## src/rtl/wb_uart_fifo.sv

```systemverilog
// wb_uart_fifo: Wishbone classic 8N1 UART with TX/RX FIFOs, runtime divisor and maskable interrupt.
// Optional internal loopback (IER[7]) is enabled by defining WB_UART_FIFO_LOOPBACK_EN.
module wb_uart_fifo #(
  parameter int          FIFO_DEPTH = 16,
  parameter int          DIV_WIDTH  = 16,
  parameter int unsigned DIV_RESET  = 434
) (
  input  logic        wb_clk_i,
  input  logic        wb_rst_i,
  input  logic [31:0] wb_adr_i,
  input  logic [7:0]  wb_dat_i,
  input  logic        wb_we_i,
  input  logic        wb_cyc_i,
  input  logic        wb_stb_i,
  input  logic [2:0]  wb_cti_i,
  input  logic [1:0]  wb_bte_i,
  output logic [7:0]  wb_dat_o,
  output logic        wb_ack_o,
  output logic        wb_err_o,
  output logic        wb_rty_o,
  output logic        int_o,
  input  logic        rx,
  output logic        tx
);
  localparam int AW = $clog2(FIFO_DEPTH);
  typedef enum logic [1:0] {IDLE, START, DATA, STOP} state_t;
  logic [2:0] adr;
  logic req, term, adr_ok, wr, rd, unused_ok;
  logic [1:0] ier;
  logic [7:0] ier_rd, lsr, rdata, rx_q;
  logic [DIV_WIDTH-1:0] div, eff_div;
  logic ovr, fe;
  assign adr = wb_adr_i[2:0];
  assign req = wb_cyc_i & wb_stb_i;
  assign term = req & ~wb_ack_o & ~wb_err_o;
  assign adr_ok = adr != 3'd4 && adr < 3'd6;
  assign wr = term & adr_ok & wb_we_i;
  assign rd = term & adr_ok & ~wb_we_i;
  assign wb_rty_o = 1'b0;
  assign unused_ok = ^{wb_adr_i[31:3], wb_cti_i, wb_bte_i};
  assign eff_div = div < DIV_WIDTH'(2) ? DIV_WIDTH'(2) : div;
  logic [7:0] tx_mem [FIFO_DEPTH];
  logic [AW:0] tx_wp, tx_rp;
  logic tx_empty, tx_full, tx_push, tx_load, tx_end, tx_r;
  state_t tx_st;
  logic [DIV_WIDTH-1:0] tx_cnt, tx_bdiv;
  logic [2:0] tx_idx;
  logic [7:0] tx_sh;
  assign tx_empty = tx_wp == tx_rp;
  assign tx_full = (tx_wp ^ tx_rp) == {1'b1, {AW{1'b0}}};
  assign tx_end = tx_cnt == tx_bdiv - DIV_WIDTH'(1);
  assign tx_load = ~tx_empty & (tx_st == IDLE | (tx_st == STOP & tx_end));
  assign tx_push = wr & adr == 3'd0 & (~tx_full | tx_load);
  always_ff @(posedge wb_clk_i)
    if (tx_push) tx_mem[tx_wp[AW-1:0]] <= wb_dat_i;
  // A load out of STOP chains frames back to back without an idle bit.
  always_ff @(posedge wb_clk_i or posedge wb_rst_i)
    if (wb_rst_i) begin
      tx_st <= IDLE;
      tx_r <= 1'b1;
      tx_cnt <= '0;
      tx_bdiv <= DIV_WIDTH'(DIV_RESET);
      tx_idx <= '0;
      tx_sh <= '0;
      tx_wp <= '0;
      tx_rp <= '0;
    end else begin
      if (tx_push) tx_wp <= tx_wp + (AW+1)'(1);
      if (tx_load) begin
        tx_st <= START;
        tx_r <= 1'b0;
        tx_sh <= tx_mem[tx_rp[AW-1:0]];
        tx_rp <= tx_rp + (AW+1)'(1);
        tx_cnt <= '0;
        tx_bdiv <= eff_div;
      end else if (tx_st != IDLE) begin
        if (tx_end) begin
          tx_cnt <= '0;
          tx_bdiv <= eff_div;
          tx_st <= tx_st == START ? DATA : tx_st == DATA ? (tx_idx == 3'd7 ? STOP : DATA) : IDLE;
          tx_r <= tx_st == START ? tx_sh[0] : (tx_st == DATA && tx_idx != 3'd7) ? tx_sh[1] : 1'b1;
          tx_idx <= tx_st == DATA ? tx_idx + 3'd1 : 3'd0;
          tx_sh <= tx_st == DATA ? tx_sh >> 1 : tx_sh;
        end else tx_cnt <= tx_cnt + DIV_WIDTH'(1);
      end
    end
  logic rx_s1, rx_s2, rx_d, rx_in;
  logic [7:0] rx_mem [FIFO_DEPTH];
  logic [AW:0] rx_wp, rx_rp;
  logic rx_empty, rx_full, rx_pop, rx_push, rx_stop, rx_end;
  state_t rx_st;
  logic [DIV_WIDTH-1:0] rx_cnt, rx_bdiv, rx_tgt;
  logic [2:0] rx_idx;
  logic [7:0] rx_sh;
  assign rx_empty = rx_wp == rx_rp;
  assign rx_full = (rx_wp ^ rx_rp) == {1'b1, {AW{1'b0}}};
  assign rx_tgt = rx_st == START ? rx_bdiv >> 1 : rx_bdiv;
  assign rx_end = rx_cnt == rx_tgt - DIV_WIDTH'(1);
  assign rx_stop = rx_st == STOP & rx_end;
  assign rx_pop = rd & adr == 3'd0 & ~rx_empty;
  assign rx_push = rx_stop & (~rx_full | rx_pop);
  assign rx_q = rx_empty ? 8'h00 : rx_mem[rx_rp[AW-1:0]];
  always_ff @(posedge wb_clk_i)
    if (rx_push) rx_mem[rx_wp[AW-1:0]] <= rx_sh;
  // START samples mid-bit so every later sample lands one full bit period on, at bit centre.
  always_ff @(posedge wb_clk_i or posedge wb_rst_i)
    if (wb_rst_i) begin
      rx_s1 <= 1'b1;
      rx_s2 <= 1'b1;
      rx_d <= 1'b1;
      rx_st <= IDLE;
      rx_cnt <= '0;
      rx_bdiv <= DIV_WIDTH'(DIV_RESET);
      rx_idx <= '0;
      rx_sh <= '0;
      rx_wp <= '0;
      rx_rp <= '0;
    end else begin
      rx_s1 <= rx;
      rx_s2 <= rx_s1;
      rx_d <= rx_in;
      if (rx_push) rx_wp <= rx_wp + (AW+1)'(1);
      if (rx_pop) rx_rp <= rx_rp + (AW+1)'(1);
      if (rx_st == IDLE) begin
        if (rx_d & ~rx_in) begin
          rx_st <= START;
          rx_cnt <= '0;
          rx_bdiv <= eff_div;
        end
      end else if (rx_end) begin
        rx_cnt <= '0;
        rx_bdiv <= eff_div;
        rx_st <= rx_st == START ? (rx_in ? IDLE : DATA) : rx_st == DATA ? (rx_idx == 3'd7 ? STOP : DATA) : IDLE;
        rx_idx <= rx_st == DATA ? rx_idx + 3'd1 : 3'd0;
        rx_sh <= rx_st == DATA ? {rx_in, rx_sh[7:1]} : rx_sh;
      end else rx_cnt <= rx_cnt + DIV_WIDTH'(1);
    end
`ifdef WB_UART_FIFO_LOOPBACK_EN
  logic lb;
  always_ff @(posedge wb_clk_i or posedge wb_rst_i)
    if (wb_rst_i) lb <= 1'b0;
    else if (wr && adr == 3'd1) lb <= wb_dat_i[7];
  assign tx = lb | tx_r;
  assign rx_in = lb ? tx_r : rx_s2;
  assign ier_rd = {lb, 5'b0, ier};
`else
  assign tx = tx_r;
  assign rx_in = rx_s2;
  assign ier_rd = {6'b0, ier};
`endif
  assign lsr = {1'b0, tx_empty & tx_st == IDLE, tx_empty, tx_full, fe, 1'b0, ovr, ~rx_empty};
  always_comb
    rdata = adr == 3'd0 ? rx_q : adr == 3'd1 ? ier_rd : adr == 3'd2 ? div[7:0] :
            adr == 3'd3 ? 8'(div[DIV_WIDTH-1:8]) : lsr;
  always_ff @(posedge wb_clk_i or posedge wb_rst_i)
    if (wb_rst_i) begin
      wb_ack_o <= 1'b0;
      wb_err_o <= 1'b0;
      wb_dat_o <= '0;
      ier <= '0;
      div <= DIV_WIDTH'(DIV_RESET);
      ovr <= 1'b0;
      fe <= 1'b0;
      int_o <= 1'b0;
    end else begin
      wb_ack_o <= term & adr_ok;
      wb_err_o <= term & ~adr_ok;
      if (rd) wb_dat_o <= rdata;
      if (wr && adr == 3'd1) ier <= wb_dat_i[1:0];
      if (wr && adr == 3'd2) div[7:0] <= wb_dat_i;
      if (wr && adr == 3'd3) div[DIV_WIDTH-1:8] <= (DIV_WIDTH-8)'(wb_dat_i);
      ovr <= (rx_stop & rx_full & ~rx_pop) | (ovr & ~(rd & adr == 3'd5));
      fe <= (rx_stop & ~rx_in) | (fe & ~(rd & adr == 3'd5));
      int_o <= (ier[0] & ~rx_empty) | (ier[1] & tx_empty);
    end
endmodule

```

## config.mk

```make
export PLATFORM = sky130hd
export DESIGN_NAME = wb_uart_fifo
export DESIGN_NICKNAME = d
export VERILOG_FILES = /design/src/rtl/wb_uart_fifo.sv
export SDC_FILE = /design/constraint.sdc
export NUM_CORES = 1
export LEC_CHECK = 0
export BUFFER_PORTS_ARGS = -buffer_cell sky130_fd_sc_hd__buf_4
export CELL_PAD_IN_SITES_DETAIL_PLACEMENT = 1
export CELL_PAD_IN_SITES_GLOBAL_PLACEMENT = 1
export CORE_ASPECT_RATIO = 0.8
export CORE_MARGIN = 4
export CORE_UTILIZATION = 41
export CTS_BUF_LIST = sky130_fd_sc_hd__clkbuf_4 sky130_fd_sc_hd__clkbuf_8
export DETAILED_ROUTE_END_ITERATION = 10
export HOLD_SLACK_MARGIN = 0.02
export MAX_ROUTING_LAYER = met4
export PLACE_DENSITY = 0.76
export SYNTH_ARGS = -nofsm -noshare
export SYNTH_HDL_FRONTEND = slang
export SYNTH_SLANG_ARGS = --single-unit
```

## constraint.sdc

```tcl
create_clock -name wb_clk_i -period 6.76 [get_ports wb_clk_i]
set_input_delay 1.69 -clock wb_clk_i [delete_from_list [all_inputs] [get_ports wb_clk_i]]
set_output_delay 1.69 -clock wb_clk_i [all_outputs]
set_load 0.02 [all_outputs]
```

==> results.sh, run 1 <==
export IMPL_run_status="completed"
export IMPL_route_detailed_drc=0
export IMPL_layout_min_cycle_time_ps=4550
export IMPL_multi_input_area_um2=6410
export IMPL_dieHeight_um=196
export IMPL_tns_ps=0
export IMPL_htreeDepth=3
export IMPL_setup_viol=0
export IMPL_nets=1364
export IMPL_num_vias=10800
export IMPL_clock_latency_ps=620
export IMPL_ir_worst_vdd_mv=0.255
export IMPL_cts_tree="done"
export IMPL_clock_sinks=401
export IMPL_die_area_um2=47600
export IMPL_slowest_stage="and4_1"
export IMPL_grt_pass1_wl_um=68600
export IMPL_ant_nets=0
export IMPL_crit_fanout=22
export IMPL_drive_gt1_share_pct=23.5
export IMPL_wl_per_cell_um=22.8
export IMPL_path_clk_slew_ps=60
export IMPL_maxCapViolations=0
export IMPL_critPathBufInv=1
export IMPL_post_cts_resized=0
export IMPL_ys_seq_area_share_pct=62.7
export IMPL_hold_viol_final=0
export IMPL_cts_buffer_depth=3
export IMPL_cts_root_buffer="clkbuf_8"
export IMPL_place_congestion=0.844
export IMPL_ctsHoldBuffers=0
export IMPL_syn_area_um2=18100
export IMPL_grt_pass1_vias=11500
export IMPL_syn_inst=1241
export IMPL_hold_path_class="flip-flop to flip-flop"
export IMPL_p_leak_nw=7.56
export IMPL_rsz0062_at_grt="no"
export IMPL_fmax_mhz=220
export IMPL_path_cells="nor2b_1 > buf_4 > mux2i_1 > ha_1 > o21ai_0 > a2bb2oi_1 > nor4_1 > o22ai_1 > o21ba_2 > and4_1 > and4_1"
export IMPL_filler_cell_count=4352
export IMPL_holdWs_ps=357
export IMPL_cts_setup_buffers=0
export IMPL_synthesis_nets=1314
export IMPL_cp_common_cell="and4_1"
export IMPL_p_per_area_nw_per_um2=368
export IMPL_synthFlopType="edfxtp_1"
export IMPL_fin_crit_sh_pct=67.2
export IMPL_cp_required_ps=6990
export IMPL_synth_edf_count=256
export IMPL_start_util_pct=41.7
export IMPL_fp_dieW_um=243
export IMPL_maxSlewHeadroom_pct=23.3
export IMPL_crit_path_max_incr_delay_ps=630
export IMPL_clock_skew_ps=29.4
export IMPL_drt_initial_drc_count=1058
export IMPL_critPathCaptureType="flip-flop"
export IMPL_start_kind="flip-flop"
export IMPL_grt_max_degree=92
export IMPL_path_class="flip-flop to flip-flop"
export IMPL_yosysUniqueCellTypes=79
export IMPL_path_delay_family="simple AND/OR/NAND/NOR gates"
export IMPL_rows=68
export IMPL_ff_latch_area_um2=11300
export IMPL_core_area_um2=43400
export IMPL_portBuffers=28
export IMPL_cp_arrival_ps=4770
export IMPL_dp_hpwl_um=29000
export IMPL_viasPerCell=5.69
export IMPL_drt_pass1_iterations=5
export IMPL_worstMarginPinSlew_ps=1150
export IMPL_synthArstFlopShare_pct=36.2
export IMPL_grt_total_usage_pct=19.1
export IMPL_io_pins=64
export IMPL_yosysWarnings=0
export IMPL_area_growth_pct=11.4
export IMPL_n_antenna_cell=0
export IMPL_grt_ovfl_total=0
export IMPL_finalMaxSlewViolations=0
export IMPL_antenna_found_initial=0
export IMPL_synth_seq_cells=401
export IMPL_wl_um=43400
export IMPL_cts_made_buffers=66
export IMPL_synth_avg_cell_area_um2=14.6
[cells in the mapped netlist, types with 11 or more instances]
cell type	number	area share, %
clkbuf_1	38	0.79
nor4_1	13	0.45
dfrtp_1	126	17
xor2_1	31	1.5
nor2b_1	15	0.52
edfxtp_1	256	42
and3_1	28	0.97
a21oi_1	23	0.64
nand2b_1	15	0.52
nand4_1	15	0.52
nand3_1	30	0.83
nand2_1	119	2.5
xnor2_1	40	1.9
dfstp_2	19	2.8
mux2_1	11	0.68
o21ai_0	30	0.83
inv_1	23	0.48
ha_1	22	1.5
nor3_1	21	0.58
nor2_1	69	1.4
buf_2	11	0.30
mux2_2	44	2.7
mux4_2	80	10
[cells by family after synthesis]
group	synth area share, %
mux	13.9
flops	62.7
xor+xnor	3.56
simple gates	10.8
compound gates	5.52
other cells	0.0207
buf+inv	1.90
fa+ha+maj	1.52
[layout by cell type, fill, tap and decap left out, types with 28 or more instances in the layout]
cell	count
mux4_2	80
xnor2_1	40
clkbuf_8	72
mux2_2	44
and3_1	28
dfrtp_1	124
o21ai_0	30
nor2_1	68
edfxtp_1	256
buf_4	42
nand3_1	30
xor2_1	31
nand2_1	119
[power breakdown]
part	leakage (nW)	internal, mW	total (mW)	switching [mW]
clock network	0.687	1.13	2.09	0.961
registers	4.16	2.82	3.15	0.321
logic	2.71	0.988	2.18	1.19
[final timing paths]
path	startpoint	end	slack, ps	depth (start not counted)
min	rx_s1	rx_in	360	0
min in group asynchronous	wb_rst_i	tx_cnt[7]	1250	2
max reg2reg	rx_st[0]	rx_mem[15][5]	2210	11
max in group asynchronous	wb_rst_i	rx_rp[0]	4210	3
min reg2reg	rx_s1	rx_in	360	0
max	rx_st[0]	rx_mem[15][5]	2210	11
[cell type report]
class	instances	share of cell area [%]
sequential	401	56.3
multi-input combinational	757	31.8
clock buffer	98	5.88
tap	560	3.48
timing repair buffer	42	1.56
clock inverter	22	0.559
inverter	23	0.453
[through the flow]
| step | cells | cell area, um2 | utilization (%) | power [mW] | worst slack, ps |
|---|---|---|---|---|---|
| 6_report | 1903 | 20200 | 46.5 | 7.41 | 2210 |
| 5_1_grt | 1903 | 20200 | 46.5 | 7.85 | 1900 |
| 4_1_cts | 1903 | 20200 | 46.5 | 7.50 | 2200 |
| 3_5_place_dp | 1783 | 18900 | 43.5 | 5.38 | 1990 |
| 3_3_place_gp | 1783 | 18900 | 43.5 | 5.27 | 2130 |
| 2_1_floorplan | 1241 | 18100 | - | 4.77 | 1210 |
[flip-flops by register name (all words and copies together) (netlist names), 5 cells and up]
name	cells
tx_cnt	16
div	16
rx_bdiv	16
wb_dat_o	8
tx_wp	5
rx_mem	128
tx_rp	5
tx_mem	128
rx_cnt	16
rx_wp	5
rx_rp	5
rx_sh	8
tx_bdiv	16
tx_sh	8
[per-layer routing]
layer	GRT usage, %	up-vias	part of all wire (%)
met5	-	-	0
met4	4.47	0	1.7
met3	4.00	55	4.8
met2	29.0	248	47
met1	26.6	5669	47
li1	-	4851	-
No activity file was read; power rests on OpenSTA's default activity.
==> run 2, diff against run 1 <==
--- a/config.mk
+++ b/config.mk
@@ -15,7 +15,7 @@
 export DETAILED_ROUTE_END_ITERATION = 10
 export HOLD_SLACK_MARGIN = 0.02
 export MAX_ROUTING_LAYER = met4
-export PLACE_DENSITY = 0.76
+export PLACE_DENSITY = 0.78
 export SYNTH_ARGS = -nofsm -noshare
 export SYNTH_HDL_FRONTEND = slang
 export SYNTH_SLANG_ARGS = --single-unit
==> constraint.sdc (replaced) <==
create_clock -name wb_clk_i -period 4.14 [get_ports wb_clk_i]
set_input_delay 1.035 -clock wb_clk_i [delete_from_list [all_inputs] [get_ports wb_clk_i]]
set_output_delay 1.035 -clock wb_clk_i [all_outputs]
set_load 0.02 [all_outputs]
==> results.sh, run 2 (synthesis gave the netlist of run 1 again) <==
export IMPL_nets=1394
export IMPL_p_leak_nw=7.79
export IMPL_drive_gt1_share_pct=25.8
export IMPL_ant_nets=0
export IMPL_start_kind="flip-flop"
export IMPL_place_congestion=0.850
export IMPL_cts_made_buffers=61
export IMPL_finalMaxSlewViolations=0
export IMPL_rows=68
export IMPL_fp_dieW_um=243
export IMPL_swShare_pct=33.2
export IMPL_ir_worst_vdd_mv=0.285
export IMPL_grt_pass1_wl_um=70100
export IMPL_clock_latency_ps=640
export IMPL_maxSlewHeadroom_pct=30.9
export IMPL_reg2reg_from="tx_bdiv[7]"
export IMPL_run_status="completed"
export IMPL_wl_um=44800
export IMPL_route_detailed_drc=0
export IMPL_filler_cell_count=4329
export IMPL_core_area_um2=43400
export IMPL_combPwrFrac_pct=29.8
export IMPL_die_area_um2=47600
export IMPL_r2r_cells=11
export IMPL_grt_max_degree=56
export IMPL_layout_commonest_cell="edfxtp_1"
export IMPL_final_core_util_pct=47.2
export IMPL_htreeDepth=2
export IMPL_drt_initial_drc_count=881
export IMPL_post_dp_cell_area_um2=19100
export IMPL_min_path_cells=0
export IMPL_min_from="rx_s1"
export IMPL_clock_sinks=401
export IMPL_fmax_mhz=255
export IMPL_hold_viol_final=0
export IMPL_io_pins=64
export IMPL_crit_fanout=8
export IMPL_hold_path_class="flip-flop to flip-flop"
export IMPL_r2r_end="tx_mem[3][0]"
export IMPL_num_vias=10900
export IMPL_antenna_found_initial=0
export IMPL_area_growth_pct=13.3
export IMPL_cts_buffer_depth=3
export IMPL_r2r_slack_ps=220
export IMPL_crit_start="tx_bdiv[7]"
export IMPL_cp_arrival_ps=4250
export IMPL_worstSetupEndpoint="tx_mem[3][0]"
export IMPL_most_common_layout_cells="256 x edfxtp_1, 124 x dfrtp_1, 119 x nand2_1, 80 x mux4_2, 76 x buf_4"
export IMPL_clockPowerShare_pct=29.2
export IMPL_path_clk_slew_ps=60
export IMPL_wl_per_cell_um=23.2
export IMPL_cts_tree="done"
export IMPL_path_class="flip-flop to flip-flop"
export IMPL_layout_min_cycle_time_ps=3920
export IMPL_clock_skew_ps=24.5
export IMPL_critPathCaptureType="flip-flop"
export IMPL_worstMarginPinSlew_ps=1030
export IMPL_power_total_mw=12.4
export IMPL_start_util_pct=41.7
export IMPL_cts_root_buffer="clkbuf_8"
export IMPL_final_cell_area_um2=20500
export IMPL_dieHeight_um=196
export IMPL_power_switching_mw=4.12
export IMPL_p_int_mw=8.29
export IMPL_viasPerCell=5.65
export IMPL_holdWs_ps=355
export IMPL_n_antenna_cell=0
export IMPL_p_per_area_nw_per_um2=605
export IMPL_dp_hpwl_um=30200
export IMPL_grt_pass1_vias=11700
export IMPL_grt_total_usage_pct=19.3
export IMPL_cp_required_ps=4470
export IMPL_drt_pass1_iterations=5
export IMPL_portBuffers=28
export IMPL_pwr_share_seq_pct=41.1
export IMPL_grt_ovfl_total=0
export IMPL_maxCapViolations=0
export IMPL_fin_crit_sh_pct=94.6
export IMPL_setup_viol=0
## run 2: layout make-up
cell class | count | area (um2) | area share (%)
multi-input combinational | 757 | 6420 | 31.3
inverter | 23 | 90.1 | 0.439
clock buffer | 89 | 1120 | 5.49
clock inverter | 26 | 235 | 1.15
tap | 560 | 701 | 3.42
timing repair buffer | 77 | 591 | 2.88
sequential | 401 | 11300 | 55.3
## run 2: worst min path at each step
stage             to
2_1_floorplan  rx_in
3_5_place_dp   rx_in
6_report       rx_in
4_1_cts        rx_in
3_3_place_gp   rx_in
5_1_grt        rx_in
## run 2: power groups by stage
stage / Combinational [mW] / Clock [mW] / Sequential (mW)
after global routing: 4.06 / 3.88 / 5.15
after floorplan: 2.82 / 0 / 4.97
final: 3.69 / 3.62 / 5.09
after detailed placement: 3.69 / 0 / 5.16
after CTS: 3.71 / 3.70 / 5.09
after global placement: 3.54 / 0 / 5.14
## run 2: metrics by stage
stage                     setup TNS (ps)  setup WS [ps]  instances
after global routing               -24.9          -7.21       1933
after global placement                 0            332       1814
after CTS                              0            158       1929
after floorplan                        0            340       1241
final                                  0            223       1933
after detailed placement               0            197       1814
## run 2: worst max-delay path, cell delays in order (launching register included)
cell	delay, ps
dfstp_2	400
or4_1	610
nor4_1	500
o22ai_1	120
or4_4	450
a2111oi_4	320
buf_4	190
a211oi_1	100
nor2_2	290
nand2_1	210
nor3_1	190
buf_4	230
## run 2: routing by layer
layer	up-vias	track usage, %	wire length (um)
met4	0	4.36	619
met3	48	3.47	2180
met5	-	-	0
li1	4899	-	-
met1	5728	26.9	20400
met2	254	30.1	21600
## run 2: repair_timing
action,4_1_cts,5_1_grt
hold buffers,0,0
gates resized for setup,0,3
setup endpoints to repair,0,207
setup buffers,0,4
==> run 3, diff against run 2 <==
--- a/config.mk
+++ b/config.mk
@@ -5,6 +5,7 @@
 export SDC_FILE = /design/constraint.sdc
 export NUM_CORES = 1
 export LEC_CHECK = 0
+export ABC_AREA = 1
 export BUFFER_PORTS_ARGS = -buffer_cell sky130_fd_sc_hd__buf_4
 export CELL_PAD_IN_SITES_DETAIL_PLACEMENT = 1
 export CELL_PAD_IN_SITES_GLOBAL_PLACEMENT = 1
@@ -15,7 +16,7 @@
 export DETAILED_ROUTE_END_ITERATION = 10
 export HOLD_SLACK_MARGIN = 0.02
 export MAX_ROUTING_LAYER = met4
-export PLACE_DENSITY = 0.78
+export PLACE_DENSITY = 0.82
 export SYNTH_ARGS = -nofsm -noshare
 export SYNTH_HDL_FRONTEND = slang
 export SYNTH_SLANG_ARGS = --single-unit
==> results.sh, run 3 <==
export IMPL_core_area_um2=45600
export IMPL_n_antenna_cell=0
export IMPL_syn_area_um2=18900
export IMPL_maxCapViolations=0
export IMPL_grt_pass1_wl_um=84400
export IMPL_layout_min_cycle_time_ps=3670
export IMPL_cts_root_buffer="clkbuf_8"
export IMPL_clock_sinks=401
export IMPL_route_detailed_drc=0
export IMPL_final_cell_area_um2=21200
export IMPL_tns_ps=0
export IMPL_hold_viol_final=0
export IMPL_dieHeight_um=200
export IMPL_ant_nets=0
export IMPL_path_class="flip-flop to flip-flop"
export IMPL_start_kind="flip-flop"
export IMPL_start_util_pct=41.4
export IMPL_clock_latency_ps=630
export IMPL_clock_skew_ps=21.8
export IMPL_filler_cell_count=5077
export IMPL_ir_worst_vdd_mv=0.300
export IMPL_rows=70
export IMPL_wl_per_cell_um=20.1
export IMPL_area_growth_pct=12.5
export IMPL_layout_commonest_cell="nand2_1"
export IMPL_grt_max_degree=146
export IMPL_synth_area_leaders="edfxtp_1 41%, dfrtp_1 17%, nand2_1 8.0%, nor2_1 4.9%, o21ai_0 4.2%"
export IMPL_setup_viol=0
export IMPL_multi_input_area_um2=6680
export IMPL_synth_top_cell_by_area="edfxtp_1"
export IMPL_p_per_area_nw_per_um2=503
export IMPL_drt_pass1_iterations=5
export IMPL_finalMaxSlewViolations=0
export IMPL_grt_pass1_vias=15200
export IMPL_critPathCaptureType="flip-flop"
export IMPL_fmax_mhz=272
export IMPL_fin_crit_sh_pct=88.7
export IMPL_worstMarginPinSlew_ps=1180
export IMPL_place_congestion=0.882
export IMPL_cts_setup_buffers=0
export IMPL_num_vias=14400
export IMPL_fp_dieW_um=248
export IMPL_htreeDepth=3
export IMPL_ff_latch_area_um2=11300
export IMPL_die_area_um2=49600
export IMPL_synth_most_common_cell="nand2_1"
export IMPL_cts_made_buffers=67
export IMPL_cp_required_ps=4450
export IMPL_drive_gt1_share_pct=12.6
export IMPL_ctsHoldBuffers=0
export IMPL_wl_um=53100
export IMPL_run_status="completed"
export IMPL_p_leak_nw=8.59
export IMPL_io_pins=64
export IMPL_yosysWarnings=0
export IMPL_maxSlewHeadroom_pct=21.1
export IMPL_ys_seq_area_share_pct=60.1
export IMPL_syn_inst=1913
export IMPL_crit_fanout=43
export IMPL_synth_seq_cells=401
export IMPL_rsz0062_at_grt="no"
export IMPL_viasPerCell=5.46
export IMPL_path_clk_slew_ps=60
export IMPL_synthArstFlopShare_pct=36.2
export IMPL_synthesis_nets=1986
export IMPL_cp_arrival_ps=3990
export IMPL_grt_total_usage_pct=22.4
export IMPL_hold_path_class="flip-flop to flip-flop"
export IMPL_cts_tree="done"
export IMPL_synth_edf_count=256
export IMPL_synth_avg_cell_area_um2=9.87
export IMPL_dp_hpwl_um=35500
export IMPL_synth_top_area_share_pct=40.7
export IMPL_ys_top_cells_by_count="401 x nand2_1, 256 x edfxtp_1, 244 x nor2_1"
export IMPL_yosysUniqueCellTypes=58
export IMPL_antenna_found_initial=0
export IMPL_nets=2053
export IMPL_post_dp_cell_area_um2=19900
export IMPL_grt_ovfl_total=0
export IMPL_most_common_layout_cells="401 x nand2_1, 256 x edfxtp_1, 244 x nor2_1, 157 x o21ai_0, 145 x nand3_1"
export IMPL_portBuffers=28
export IMPL_cts_buffer_depth=3
export IMPL_synthFlopType="edfxtp_1"
export IMPL_drt_initial_drc_count=1112
[run 3: cell types whose count changed in the layout (fill, tap and decap cells not counted), moves of 24 or more]
| cell | delta |
|---|---|
| nand3_1 | +115 |
| and3_1 | -25 |
| inv_1 | +103 |
| mux2_2 | -42 |
| mux4_2 | -80 |
| nand2_1 | +282 |
| o21ai_0 | +127 |
| nor2_1 | +176 |
| o21ai_1 | +38 |
| o221ai_1 | +24 |
[run 3: logic make-up after synthesis]
group                      count (synthesis)  share of synthesized area, %
AOI/OAI and AO/OA                        320                          10.2
xor gates and xnor gates                  65                          3.09
adders and majority gates                 22                          1.46
buffers and inverters                    211                          4.57
DFF                                      401                          60.1
muxes                                     17                         0.914
other                                      1                        0.0199
and+or+nand+nor                          876                          19.7
[run 3: metrics by stage]
step	worst slack, ps	hold WS, ps	instances	utilization, %	power, mW
2_1_floorplan	1070	345	1913	-	6.44
3_3_place_gp	637	347	2523	43.6	6.99
3_5_place_dp	439	348	2523	43.6	7.12
4_1_cts	378	350	2642	46.6	10.8
5_1_grt	115	358	2642	46.6	11.3
6_report	468	356	2642	46.6	10.7
[run 3: repair_timing]
item                                   CTS  global route
endpoints found under the hold margin    0             0
gates resized for setup                  0             1
setup endpoints to repair                0             7
[run 3: worst max-delay path, cell delays in order (launching register included)]
cell,delay (ps)
dfrtp_2,500
nand2_8,270
nand2_1,150
o21ai_4,120
ha_1,240
nand3_1,130
nor2_2,240
nand2_1,150
nand2_1,90
nand2_1,50
nor2_1,100
nand2_1,80
nor2_2,160
nand3_4,140
nor2_8,200
nand4_1,290
nor2_1,210
buf_4,220
[run 3: metal layers]
metal	vias up	wire length, um	global-route usage [%]
met3	102	2680	3.38
met1	7243	24000	30.3
met2	363	25200	35.5
li1	6707	-	-
met5	-	0	-
met4	0	1330	6.39
[run 3: final timing paths]
check                                     end  cells after the start  slack (ps)     start
worst max-delay path            rx_mem[14][3]                     17         470  rx_st[0]
worst min-delay path                    rx_in                      0         360     rx_s1
worst max register to register  rx_mem[14][3]                     17         470  rx_st[0]
worst min register to register          rx_in                      0         360     rx_s1
max in group asynchronous            tx_rp[0]                      3        2760  wb_rst_i
min in group asynchronous           tx_cnt[9]                      3         570  wb_rst_i
[run 3: layout make-up]
class	instances	area share (%)
flip-flops and latches	401	53.4
multi-input cells	1301	31.4
clock buffers	103	5.73
well taps	612	3.60
repair buffers	74	2.73
inverters	135	2.41
clock inverters	16	0.671
[run 3: power by group]
group	leakage (nW)	internal, mW	total (mW)	switching (mW)
clock	0.725	2.01	3.63	1.62
sequential	4.19	4.47	4.70	0.231
combinational	3.67	0.724	2.36	1.64
